==> src/rtl/hazard_fwd_ctrl_pkg.sv <==
// Shared definitions for the hazard/forwarding controller: forward-select codes,
// stage field widths and the forward priority helper.
package hazard_fwd_ctrl_pkg;

    localparam int ADDR_W = 5;
    localparam int TUSE_W = 2;
    localparam int TNEW_W = 2;
    localparam int SEL_W  = 3;

    localparam logic [TUSE_W-1:0] TUSE_NONE = 2'd3;

    typedef enum logic [SEL_W-1:0] {
        ODATA  = 3'b000,
        EDATA  = 3'b001,
        MDATA  = 3'b010,
        WDATA  = 3'b011,
        WWDATA = 3'b100
    } fwd_sel_e;

    // Register $0 is hard-wired, so a zero address never produces a hit.
    function automatic logic addr_hit(input logic [ADDR_W-1:0] src,
                                      input logic [ADDR_W-1:0] dst);
        return (src != 5'd0) && (src == dst);
    endfunction

    function automatic fwd_sel_e fwd_pick(input logic e_rdy, input logic m_rdy,
                                          input logic w_hit, input logic ww_hit);
        fwd_sel_e sel;
        if (e_rdy) begin
            sel = EDATA;
        end else if (m_rdy) begin
            sel = MDATA;
        end else if (w_hit) begin
            sel = WDATA;
        end else if (ww_hit) begin
            sel = WWDATA;
        end else begin
            sel = ODATA;
        end
        return sel;
    endfunction

endpackage

==> src/rtl/hazard_fwd_ctrl_md_busy.sv <==
// MDU busy interlock: counts down the multiply/divide latency once the
// operation has passed through E and stalls any MDU op waiting in D.
module hazard_md_busy
    import hazard_fwd_ctrl_pkg::*;
#(
    parameter int MULT_CYCLES = 5,
    parameter int DIV_CYCLES  = 10
) (
    input  logic clk,
    input  logic reset_n,
    input  logic e_md,
    input  logic e_md_div,
    input  logic d_md_start,
    input  logic d_md_use,
    output logic md_stall
);

    localparam int MAX_CYCLES = (MULT_CYCLES > DIV_CYCLES) ? MULT_CYCLES : DIV_CYCLES;
    localparam int CNT_W      = $clog2(MAX_CYCLES + 1);

    logic [CNT_W-1:0] md_cnt_r;

    // Busy counter: reload when an MDU op leaves E, otherwise count down to zero.
    always_ff @(posedge clk or negedge reset_n) begin
        if (!reset_n) begin
            md_cnt_r <= {CNT_W{1'b0}};
        end else if (e_md) begin
            md_cnt_r <= e_md_div ? CNT_W'(DIV_CYCLES) : CNT_W'(MULT_CYCLES);
        end else if (md_cnt_r != {CNT_W{1'b0}}) begin
            md_cnt_r <= md_cnt_r - CNT_W'(1);
        end else begin
            md_cnt_r <= md_cnt_r;
        end
    end

    // Interlock term for any MDU instruction sitting in D.
    always_comb begin
        md_stall = 1'b0;
        if ((d_md_start || d_md_use) && (e_md || (md_cnt_r != {CNT_W{1'b0}}))) begin
            md_stall = 1'b1;
        end else begin
            md_stall = 1'b0;
        end
    end

endmodule

==> src/rtl/hazard_fwd_ctrl.sv <==
// Central hazard/forwarding controller for the 5-stage pipeline.
// Optional macro FWD_WW_EN adds a WW stage address and the WWDATA select for D.
module hazard_fwd_ctrl
    import hazard_fwd_ctrl_pkg::*;
#(
    parameter int MULT_CYCLES = 5,
    parameter int DIV_CYCLES  = 10
) (
    input  logic              clk,
    input  logic              reset_n,
    input  logic [ADDR_W-1:0] D_rs_addr,
    input  logic [ADDR_W-1:0] D_rt_addr,
    input  logic [TUSE_W-1:0] D_Tuse_rs,
    input  logic [TUSE_W-1:0] D_Tuse_rt,
    input  logic [ADDR_W-1:0] D_waddr,
    input  logic [TNEW_W-1:0] D_Tnew,
    input  logic              D_md_start,
    input  logic              D_md_is_div,
    input  logic              D_md_use,
    output logic              stall,
    output logic              E_clr,
    output logic [SEL_W-1:0]  s_D_rs_data,
    output logic [SEL_W-1:0]  s_D_rt_data,
    output logic [SEL_W-1:0]  s_E_rs_data,
    output logic [SEL_W-1:0]  s_E_rt_data,
    output logic [SEL_W-1:0]  s_M_rt_data
);

    logic [ADDR_W-1:0] e_waddr_r, e_rs_r, e_rt_r;
    logic [TNEW_W-1:0] e_tnew_r;
    logic              e_md_r, e_md_div_r;
    logic [ADDR_W-1:0] m_waddr_r, m_rt_r;
    logic [TNEW_W-1:0] m_tnew_r;
    logic [ADDR_W-1:0] w_waddr_r;

    logic data_stall_s, md_stall_s, stall_s;
    logic ww_hit_rs_s, ww_hit_rt_s;

    assign stall_s = data_stall_s | md_stall_s;
    assign stall   = stall_s;
    assign E_clr   = stall_s;

    // Shadow pipeline of destination/Tnew; a stall injects an empty E entry.
    always_ff @(posedge clk or negedge reset_n) begin
        if (!reset_n) begin
            e_waddr_r  <= 5'd0;
            e_tnew_r   <= 2'd0;
            e_rs_r     <= 5'd0;
            e_rt_r     <= 5'd0;
            e_md_r     <= 1'b0;
            e_md_div_r <= 1'b0;
            m_waddr_r  <= 5'd0;
            m_tnew_r   <= 2'd0;
            m_rt_r     <= 5'd0;
            w_waddr_r  <= 5'd0;
        end else begin
            if (stall_s) begin
                e_waddr_r  <= 5'd0;
                e_tnew_r   <= 2'd0;
                e_rs_r     <= 5'd0;
                e_rt_r     <= 5'd0;
                e_md_r     <= 1'b0;
                e_md_div_r <= 1'b0;
            end else begin
                e_waddr_r  <= D_waddr;
                e_tnew_r   <= D_Tnew;
                e_rs_r     <= D_rs_addr;
                e_rt_r     <= D_rt_addr;
                e_md_r     <= D_md_start;
                e_md_div_r <= D_md_start & D_md_is_div;
            end
            m_waddr_r <= e_waddr_r;
            m_tnew_r  <= (e_tnew_r == 2'd0) ? 2'd0 : (e_tnew_r - 2'd1);
            m_rt_r    <= e_rt_r;
            w_waddr_r <= m_waddr_r;
        end
    end

`ifdef FWD_WW_EN
    logic [ADDR_W-1:0] ww_waddr_r;

    // Extra write-back stage for a register file without write-through.
    always_ff @(posedge clk or negedge reset_n) begin
        if (!reset_n) begin
            ww_waddr_r <= 5'd0;
        end else begin
            ww_waddr_r <= w_waddr_r;
        end
    end

    assign ww_hit_rs_s = addr_hit(D_rs_addr, ww_waddr_r);
    assign ww_hit_rt_s = addr_hit(D_rt_addr, ww_waddr_r);
`else
    assign ww_hit_rs_s = 1'b0;
    assign ww_hit_rt_s = 1'b0;
`endif

    // Data stall: a source is needed before its producer in E or M can deliver it.
    always_comb begin
        data_stall_s = 1'b0;
        if ((addr_hit(D_rs_addr, e_waddr_r) && (D_Tuse_rs < e_tnew_r)) ||
            (addr_hit(D_rs_addr, m_waddr_r) && (D_Tuse_rs < m_tnew_r)) ||
            (addr_hit(D_rt_addr, e_waddr_r) && (D_Tuse_rt < e_tnew_r)) ||
            (addr_hit(D_rt_addr, m_waddr_r) && (D_Tuse_rt < m_tnew_r))) begin
            data_stall_s = 1'b1;
        end else begin
            data_stall_s = 1'b0;
        end
    end

    // Forward selects, youngest ready producer wins.
    always_comb begin
        s_D_rs_data = ODATA;
        s_D_rt_data = ODATA;
        s_E_rs_data = ODATA;
        s_E_rt_data = ODATA;
        s_M_rt_data = ODATA;
        s_D_rs_data = fwd_pick(addr_hit(D_rs_addr, e_waddr_r) && (e_tnew_r == 2'd0),
                               addr_hit(D_rs_addr, m_waddr_r) && (m_tnew_r == 2'd0),
                               addr_hit(D_rs_addr, w_waddr_r), ww_hit_rs_s);
        s_D_rt_data = fwd_pick(addr_hit(D_rt_addr, e_waddr_r) && (e_tnew_r == 2'd0),
                               addr_hit(D_rt_addr, m_waddr_r) && (m_tnew_r == 2'd0),
                               addr_hit(D_rt_addr, w_waddr_r), ww_hit_rt_s);
        s_E_rs_data = fwd_pick(1'b0,
                               addr_hit(e_rs_r, m_waddr_r) && (m_tnew_r == 2'd0),
                               addr_hit(e_rs_r, w_waddr_r), 1'b0);
        s_E_rt_data = fwd_pick(1'b0,
                               addr_hit(e_rt_r, m_waddr_r) && (m_tnew_r == 2'd0),
                               addr_hit(e_rt_r, w_waddr_r), 1'b0);
        s_M_rt_data = fwd_pick(1'b0, 1'b0, addr_hit(m_rt_r, w_waddr_r), 1'b0);
    end

    hazard_md_busy #(
        .MULT_CYCLES (MULT_CYCLES),
        .DIV_CYCLES  (DIV_CYCLES)
    ) u_md_busy (
        .clk        (clk),
        .reset_n    (reset_n),
        .e_md       (e_md_r),
        .e_md_div   (e_md_div_r),
        .d_md_start (D_md_start),
        .d_md_use   (D_md_use),
        .md_stall   (md_stall_s)
    );

endmodule
==> config.mk <==
export PLATFORM = sky130hd
export DESIGN_NAME = hazard_fwd_ctrl
export DESIGN_NICKNAME = d
export VERILOG_FILES = /design/src/rtl/hazard_fwd_ctrl_pkg.sv /design/src/rtl/hazard_fwd_ctrl_md_busy.sv /design/src/rtl/hazard_fwd_ctrl.sv
export SDC_FILE = /design/constraint.sdc
export NUM_CORES = 1
export LEC_CHECK = 0
export ABC_AREA = 1
export CORE_MARGIN = 2
export CORE_UTILIZATION = 53
export DETAILED_ROUTE_END_ITERATION = 12
export GPL_TIMING_DRIVEN = 0
export PLACE_DENSITY = 0.8
export SYNTH_ARGS = -nofsm -noshare
export SYNTH_HDL_FRONTEND = slang
export SYNTH_SLANG_ARGS = --single-unit
==> constraint.sdc <==
create_clock -name clk -period 2.1 [get_ports clk]
set_input_delay 0.42 -clock clk [delete_from_list [all_inputs] [get_ports clk]]
set_output_delay 0.42 -clock clk [all_outputs]
set_load 0.02 [all_outputs]
**Yosys cells after proc, flatten, opt, wreduce, memory -nomap -nowiden**

Index checks and enable logic that the tools add are counted.

- Output and inout bits: 17
- Input port bits: 26
- Register bits after elaboration: 40
- Word-level logic and storage cells: 89

- Bitwise operators: 2
- Equal/unequal tests: 11
- Add/subtract/negate cells: 2
- Reductions and logical operators: 36
- Muxes and demuxes: 23
- Magnitude comparators: 4

Operators by type and width:

| operator | number |
|---|---|
| equality test 5 bit | 11 |
| two-way mux 2 bit | 13 |
| nonzero test 5 bit | 5 |
| logical AND 1 bit | 22 |
| two-way mux 5 bit | 3 |
| two-way mux 4 bit | 3 |
| < comparator 2 bit | 4 |
| logical OR 1 bit | 5 |
| zero test 2 bit | 2 |
| two-way mux 1 bit | 4 |
| nonzero test 4 bit | 1 |
| subtractor 4 x 1 -> 4 bit, second input constant | 1 |
| nonzero test 2 bit | 1 |
| subtractor 2 x 1 -> 2 bit, second input constant | 1 |
| bitwise AND 1 bit | 1 |
| OR 1 bit | 1 |

**Depth between registers and ports, before layout**

Gate-level depths: netlist of run 1.

- Word-level depth: 9
- Mapped depth: 11
- Mapped depth without buffers: 8

**Modules after synthesis**

Synthesis of run 1 repeated with hierarchy kept, for this count alone.

- Cell total of the unflattened synthesis: 313
- Area total of the unflattened synthesis: 2,519.9 um^2

Modules (own cells, without submodules):

| module | seq. area each (um^2) | cells each | times used | area an instance (um^2) |
|---|---|---|---|---|
| hazard_fwd_ctrl | 900.9 | 282 | 1 | 2,257.2 |
| hazard_md_busy | 100.1 | 31 | 1 | 262.8 |

**Least setup slack after synthesis of run 1**

No wires, ideal clock.

- Path type: input to output
- Start point: in D_rt_addr[0]
- End point: out stall
- Required time: 1,680 ps
- Setup slack: 54 ps
- Stages: 10
- Arrival: 1,626 ps
- Buffers on the path: 3
- Cells stage by stage: buf_6 nor2_2 nand4_2 nand2_1 inv_2 nand3_2 nand2_2 buf_6 or2_1 buf_4

- Longest elaborated chain between the ends: 7
- Elaborated cells between the ends (all ways): 11
- Those cells by class: 2 x eq/ne; 1 x mux; 1 x bitwise; 7 x reduce/logical

RTL lines:

| what | line | text |
|---|---|---|
| start, declared | hazard_fwd_ctrl.sv:12 | `input logic [ADDR_W-1:0] D_rt_addr,` |
| equality test 5 bit or nonzero test 5 bit (tied branches) | hazard_fwd_ctrl_pkg.sv:23 | `return (src != 5'd0) && (src == dst);` |
| logical AND 1 bit | hazard_fwd_ctrl_pkg.sv:23 |  |
| logical AND 1 bit | hazard_fwd_ctrl.sv:103 | `(addr_hit(D_rt_addr, e_waddr_r) && (D_Tuse_rt < e_tnew_r)) \|\|` |
| logical OR 1 bit | hazard_fwd_ctrl.sv:102 | `(addr_hit(D_rs_addr, m_waddr_r) && (D_Tuse_rs < m_tnew_r)) \|\|` |
| logical OR 1 bit * | hazard_fwd_ctrl.sv:103 |  |
| two-way mux 1 bit * | hazard_fwd_ctrl.sv:101 | `if ((addr_hit(D_rs_addr, e_waddr_r) && (D_Tuse_rs < e_tnew_r)) \|\|` |
| OR 1 bit * | hazard_fwd_ctrl.sv:39 | `assign stall_s = data_stall_s \| md_stall_s;` |
| end, declared | hazard_fwd_ctrl.sv:20 | `output logic stall,` |

Every way passes the cells marked *; elsewhere a longest branch is shown, timed or not.

**Worst setup path in the final report of run 1**

- Start point: in D_rt_addr[4]
- End point: out stall

Same word-level chain as after synthesis.

==> results.toml, run 1 <==
[worst_hold_path]
hp-class = "primary input to async pin"

[timing]
hold_viol_final = 0
min_period_ns = 2.22
final.setup_skew_ns = 0.00693
slew_violations = 0
worst_slack_ns = -0.118
clock.fmax_ghz = 0.451
setup_violations = 2
relSlewSlack_pct = 41.9
period_share_pct = 106
rsz0062_at_grt = "yes"
tightest_slew_ns = 0.872
hold_ws_ns = 0.234

[logic_synthesis]
dominantRegCellSynth = "dfrtp_1"
yosys-top-cells-count = "nand2_1, inv_1, dfrtp_1"
synth_area_per_cell_um2 = 8.43
yosysTopAreaCell = "dfrtp_1"
synth_edf_count = 0
synthCells = 305
ys_top_cells_by_area = "dfrtp_1, xnor2_1, nand2_1"
yosysWarnings = 0
synth_cell_types = 35
synth.most_common_cell = "nand2_1"
synth_area_mm2 = 0.00257
synth_top_area_share_pct = 38.9
ys_seq_area_share_pct = 38.9
async_reset_ff_share_pct = 100
ys_seq_elements = 40

[clock_tree]
root_buffer = "clkbuf_8"
clkLatencyLatePin_ns = 0.30
h-tree-depth = 2
path_clk_slew_ns = 0.07
cts_tree = "built"
cts_buffers = 5
clk_path_buf_depth = 2
clock-sinks = 40
hold_buffers = 0

[pwr]
static-leakage-power_nw = 1.69
ir_drop_v = 0.000721
power_density_mw_per_mm2 = 823

[setup_path]
cp-end-kind = "primary output"
worstPathRequired_ns = 1.68
cp.arrival_ns = 1.80
critPathKind = "primary input to primary output"
startpoint_type = "primary input"
cp_max_fo = 5

[die]
dieArea_mm2 = 0.00543
die_w_um = 73.7
ios = 43
coreArea_mm2 = 0.00469
start_util_pct = 54.8
row_count = 25
die_h_um = 73.7

[detailed_routing]
drtIter0Drc = 179
drc = 0
post_drt_wl_per_cell_um = 15.1
num_vias = 2238
firstDrtPassIters = 4
routed_via_density = 5.27
wl_um = 6420
drtAntennaViolNets = 0

[global_route]
grt_max_degree = 41
antenna_found_initial = 0
grtUsageTotal_pct = 24.6
grt_pass1_vias = 2174
grt-ovfl-total = 0
grt_pass1_wl_um = 9960

[cells_and_area]
syn_to_final_growth_pct = 32.2
drive_gt1_share_pct = 39.4
fin_area_mm2 = 0.00340
fillCellCount = 335
num_antenna_cells = 0
fin_nets = 403

[placed_design]
io_buffers = 35
detailed_place_hpwl_um = 4340
place_area_mm2 = 0.00300
place_congestion = 0.883
dp_slack_ns = -0.975

[outcome]
outcome = "complete, but fails checks"
violations = "setup timing"

[job]
max-cap-violations = 0
## timing repair
| action | CTS | global route |
|---|---|---|
| pin swaps | 11 | 20 |
| resized for setup | 105 | 51 |
| setup endpoints to repair | 12 | 15 |
| setup buffers | 19 | 9 |
## layer usage
layer	wire, um	global-route usage (%)	part of all wire [%]	vias up
met4	171	11.7	2.7	0
li1	-	-	-	1078
met3	288	5.49	4.5	15
met5	0	0	0	-
met1	2520	28.7	39	1070
met2	3440	42.6	54	75
## placed cells by master (no fill, tap or decap), types with 6 or more instances in the layout
cell and instances:
clkdlybuf4s50_1 12, xnor2_1 20, a21oi_1 8, xor2_1 15
nor3_2 20, inv_2 14, buf_4 39, buf_6 7
a21oi_2 7, inv_1 31, nand3_1 7, clkdlybuf4s15_2 6
dfrtp_2 8, nand2_1 50, nor2_1 15, dfrtp_1 32
## worst paths after layout
check                                      start               endpoint  slack [ns]  depth (start not counted)
max                                 D_rt_addr[4]                  stall       -0.12                         10
min                                      reset_n              m_rt_r[0]        0.23                          1
max reg2reg                u_md_busy.md_cnt_r[0]  u_md_busy.md_cnt_r[0]        0.19                         13
min reg2reg                         m_waddr_r[4]           w_waddr_r[4]        0.40                          0
max in group asynchronous                reset_n           m_waddr_r[2]        1.26                          1
min in group clk                    D_rs_addr[0]              e_rs_r[0]        0.37                          3
## critical path, cell delays in order
cell,delay (ns)
clkdlybuf4s15_2,0.25
inv_2,0.13
nand2_1,0.08
nor2_2,0.18
nor2_4,0.06
nand3_2,0.09
nand3_4,0.09
or2_4,0.25
buf_6,0.11
buf_6,0.12
## where the power goes
part	switching (mW)	leakage, nW	internal (mW)
combinational	0.653	1.13	0.601
sequential	0.161	0.518	0.904
clock	0.256	0.0410	0.226
total	1.07	1.69	1.73
## sequential cells by signal, summed over array words and instances (netlist names)
name                count
m_tnew_r                2
u_md_busy.md_cnt_r      4
e_waddr_r               5
m_rt_r                  5
e_md_div_r              1
w_waddr_r               5
e_rt_r                  5
e_tnew_r                2
e_md_r                  1
e_rs_r                  5
m_waddr_r               5
## metrics by stage
stage | TNS [ns] | util [%] | cells | power [mW]
2_1_floorplan | 0 | - | 309 | 1.73
3_3_place_gp | -18.39 | 64.1 | 398 | 2.04
3_5_place_dp | -5.51 | 63.9 | 398 | 2.08
4_1_cts | -0.657 | 69.1 | 421 | 2.64
5_1_grt | -0.603 | 72.5 | 425 | 2.98
6_report | -0.163 | 72.5 | 425 | 2.80
## cells by family after synthesis
group,share of synthesized area [%]
xor+xnor,13.3
other cells,0.146
flops,38.9
compound gates,6.27
fa+ha+maj,2.92
buf+inv,11.9
simple gates,26.6
## cell type report
type                            count  area (um^2)  share of cell area, %
Sequential cell                    40         1010                   29.7
Clock inverter                      1         5.00                  0.147
Clock buffer                        6         72.6                   2.13
Buffer                             12          105                   3.09
Multi-Input combinational cell    205         1460                   42.8
Timing Repair Buffer               60          502                   14.7
Inverter                           47          181                   5.33
Tap cell                           54         67.6                   1.99
No activity file was read; power rests on OpenSTA's default activity.
==> run 2: changes to the inputs <==
--- a/config.mk
+++ b/config.mk
@@ -11,6 +11,7 @@
 export DETAILED_ROUTE_END_ITERATION = 12
 export GPL_TIMING_DRIVEN = 0
 export PLACE_DENSITY = 0.8
+export SLEW_MARGIN = 20
 export SYNTH_ARGS = -nofsm -noshare
 export SYNTH_HDL_FRONTEND = slang
 export SYNTH_SLANG_ARGS = --single-unit
==> constraint.sdc (replaced) <==
create_clock -name clk -period 2.3 [get_ports clk]
set_input_delay 0.46 -clock clk [delete_from_list [all_inputs] [get_ports clk]]
set_output_delay 0.46 -clock clk [all_outputs]
set_load 0.02 [all_outputs]
==> run 2 against run 1 <==
The flow still finishes with violations (setup timing); sequential cell count unchanged; die area stayed put; worst setup slack improved by 0.089 ns; clock skew increased by 0.0014 ns; via count decreased by 1.6%; power shrank 14%; final area is 5.7% lower; critical path depth decreased by 2.
==> results.toml, run 2 (synthesized netlist as in run 1, its figures left out) <==
[die]
coreArea_mm2 = 0.00469
row_count = 25
die_h_um = 73.7
die_w_um = 73.7
ios = 43
dieArea_mm2 = 0.00543
start_util_pct = 54.8

[detailed_routing]
wl_met2_um = 3270
wl_met3_um = 358
firstDrtPassIters = 4
post_drt_wl_per_cell_um = 14.9
routed_via_density = 5.32
drc = 0
num_vias = 2202
topRoutingLayerUsed = "met4"
wl_um = 6190
drtIter0Drc = 146
wl_met1_um = 2370
drtAntennaViolNets = 0

[worst_hold_path]
hp-class = "primary input to async pin"

[cells_and_area]
layout_commonest_cell = "nand2_1"
fin_nets = 392
num_antenna_cells = 0
drive_gt1_share_pct = 31.9
fillCellCount = 378
fin_area_mm2 = 0.00321
final_cell_mix = "nand2_1, dfrtp_1, inv_1"
syn_to_final_growth_pct = 24.7
instances_no_fill = 414

[timing]
worst_slack_ns = -0.0295
clock.fmax_ghz = 0.429
slew_violations = 0
rsz0062_at_grt = "yes"
hold_viol_final = 0
final.setup_skew_ns = 0.00831
period_share_pct = 101
min_period_ns = 2.33
setup_violations = 1
timing.setup.tns_ns = -0.0295

[placed_design]
place_area_mm2 = 0.00302
dp_slack_ns = -0.856
place_inst = 399
io_buffers = 35
place_congestion = 0.883
detailed_place_hpwl_um = 4410

[pwr]
p_total_mw = 2.41
static-leakage-power_nw = 1.62
power_density_mw_per_mm2 = 751
ir_drop_v = 0.000598

[setup_path]
crit_cells = 8
cp-end-kind = "primary output"
startpoint_type = "register"
crit_chain = "inv_2 -> ha_4 -> nand4_1 -> o21ai_2 -> nand3_2 -> or2_1 -> buf_4 -> buf_6"
cp_max_fo = 4
rr_worst_depth = 8
crit_start = "u_md_busy.md_cnt_r[0]"
timing.critical_path.max_delay_family = "simple AND/OR/NAND/NOR gates"
cp.arrival_ns = 1.87
worstPathRequired_ns = 1.84
reg2reg_to = "e_rt_r[4]"
cp_num_buf_inv = 3
slowest_delay_ns = 0.40
worst_path_max_delay_cell = "dfrtp_1"
rr_startpoint = "m_waddr_r[2]"
ff2ff_setup_slack_ns = 0.69
critPathKind = "register to primary output"
crit_path_end = "stall"

[clock_tree]
root_buffer = "clkbuf_8"
cts_buffers = 5
clock-sinks = 40
h-tree-depth = 2
cts_tree = "built"
clk_path_buf_depth = 2
clkLatencyLatePin_ns = 0.30
path_clk_slew_ns = 0.08
hold_buffers = 0

[global_route]
antenna_found_initial = 0
grtUsageTotal_pct = 23.3
grt-ovfl-total = 0
grt_pass1_vias = 2106
grt_max_degree = 27
grt_pass1_wl_um = 9470

[outcome]
outcome = "complete, but fails checks"
violations = "setup timing"

[job]
max-cap-violations = 0
[run 2: power breakdown]
group / switching [mW] / internal [mW]
clock: 0.235 / 0.206
combinational: 0.551 / 0.454
sequential: 0.138 / 0.824
[run 2: per-stage QoR]
step / utilization (%) / hold WS, ns
finish: 68.3 / 0.0576
global route: 68.3 / 0.0775
CTS: 66.9 / 0.0641
detailed placement: 64.4 / 0.359
global placement: 64.1 / 0.352
floorplan: - / 0.164
[run 2: worst min path at each step]
stage / to / slack, ns / cells past startpoint
floorplan: e_md_div_r / 0.16 / 0
global placement: w_waddr_r[4] / 0.35 / 0
detailed placement: w_waddr_r[4] / 0.36 / 0
CTS: m_rt_r[0] / 0.06 / 1
global route: m_rt_r[0] / 0.08 / 1
finish: m_rt_r[1] / 0.06 / 1
[run 2: layer usage]
metal	GRT usage, %	vias up
met1	27.9	1051
met5	0	-
li1	-	1055
met3	4.66	18
met4	9.70	0
met2	40.5	78
[run 2: timing repair]
item / in CTS / in global routing
pin swaps: 5 / 9
resized for setup: 69 / 49
setup endpoints to repair: 12 / 11
setup buffers: 4 / 8
[run 2: layout make-up]
class	instances	area [um^2]	share of cell area [%]
multi-input combinational	205	1380	42.9
sequential	40	1010	31.4
timing repair buffer	48	384	12.0
inverter	47	179	5.58
buffer	13	116	3.63
clock buffer	6	72.6	2.26
tap	54	67.6	2.11
clock inverter	1	5.00	0.156
==> run 3: changes to the inputs <==
--- a/config.mk
+++ b/config.mk
@@ -6,9 +6,11 @@
 export NUM_CORES = 1
 export LEC_CHECK = 0
 export ABC_AREA = 1
+export CAP_MARGIN = 20
 export CORE_MARGIN = 2
 export CORE_UTILIZATION = 53
 export DETAILED_ROUTE_END_ITERATION = 12
+export GPL_ROUTABILITY_DRIVEN = 0
 export GPL_TIMING_DRIVEN = 0
 export PLACE_DENSITY = 0.8
 export SLEW_MARGIN = 20
==> results of run 3 <==
Final layout, timing and power as in run 2 (identical DEF).
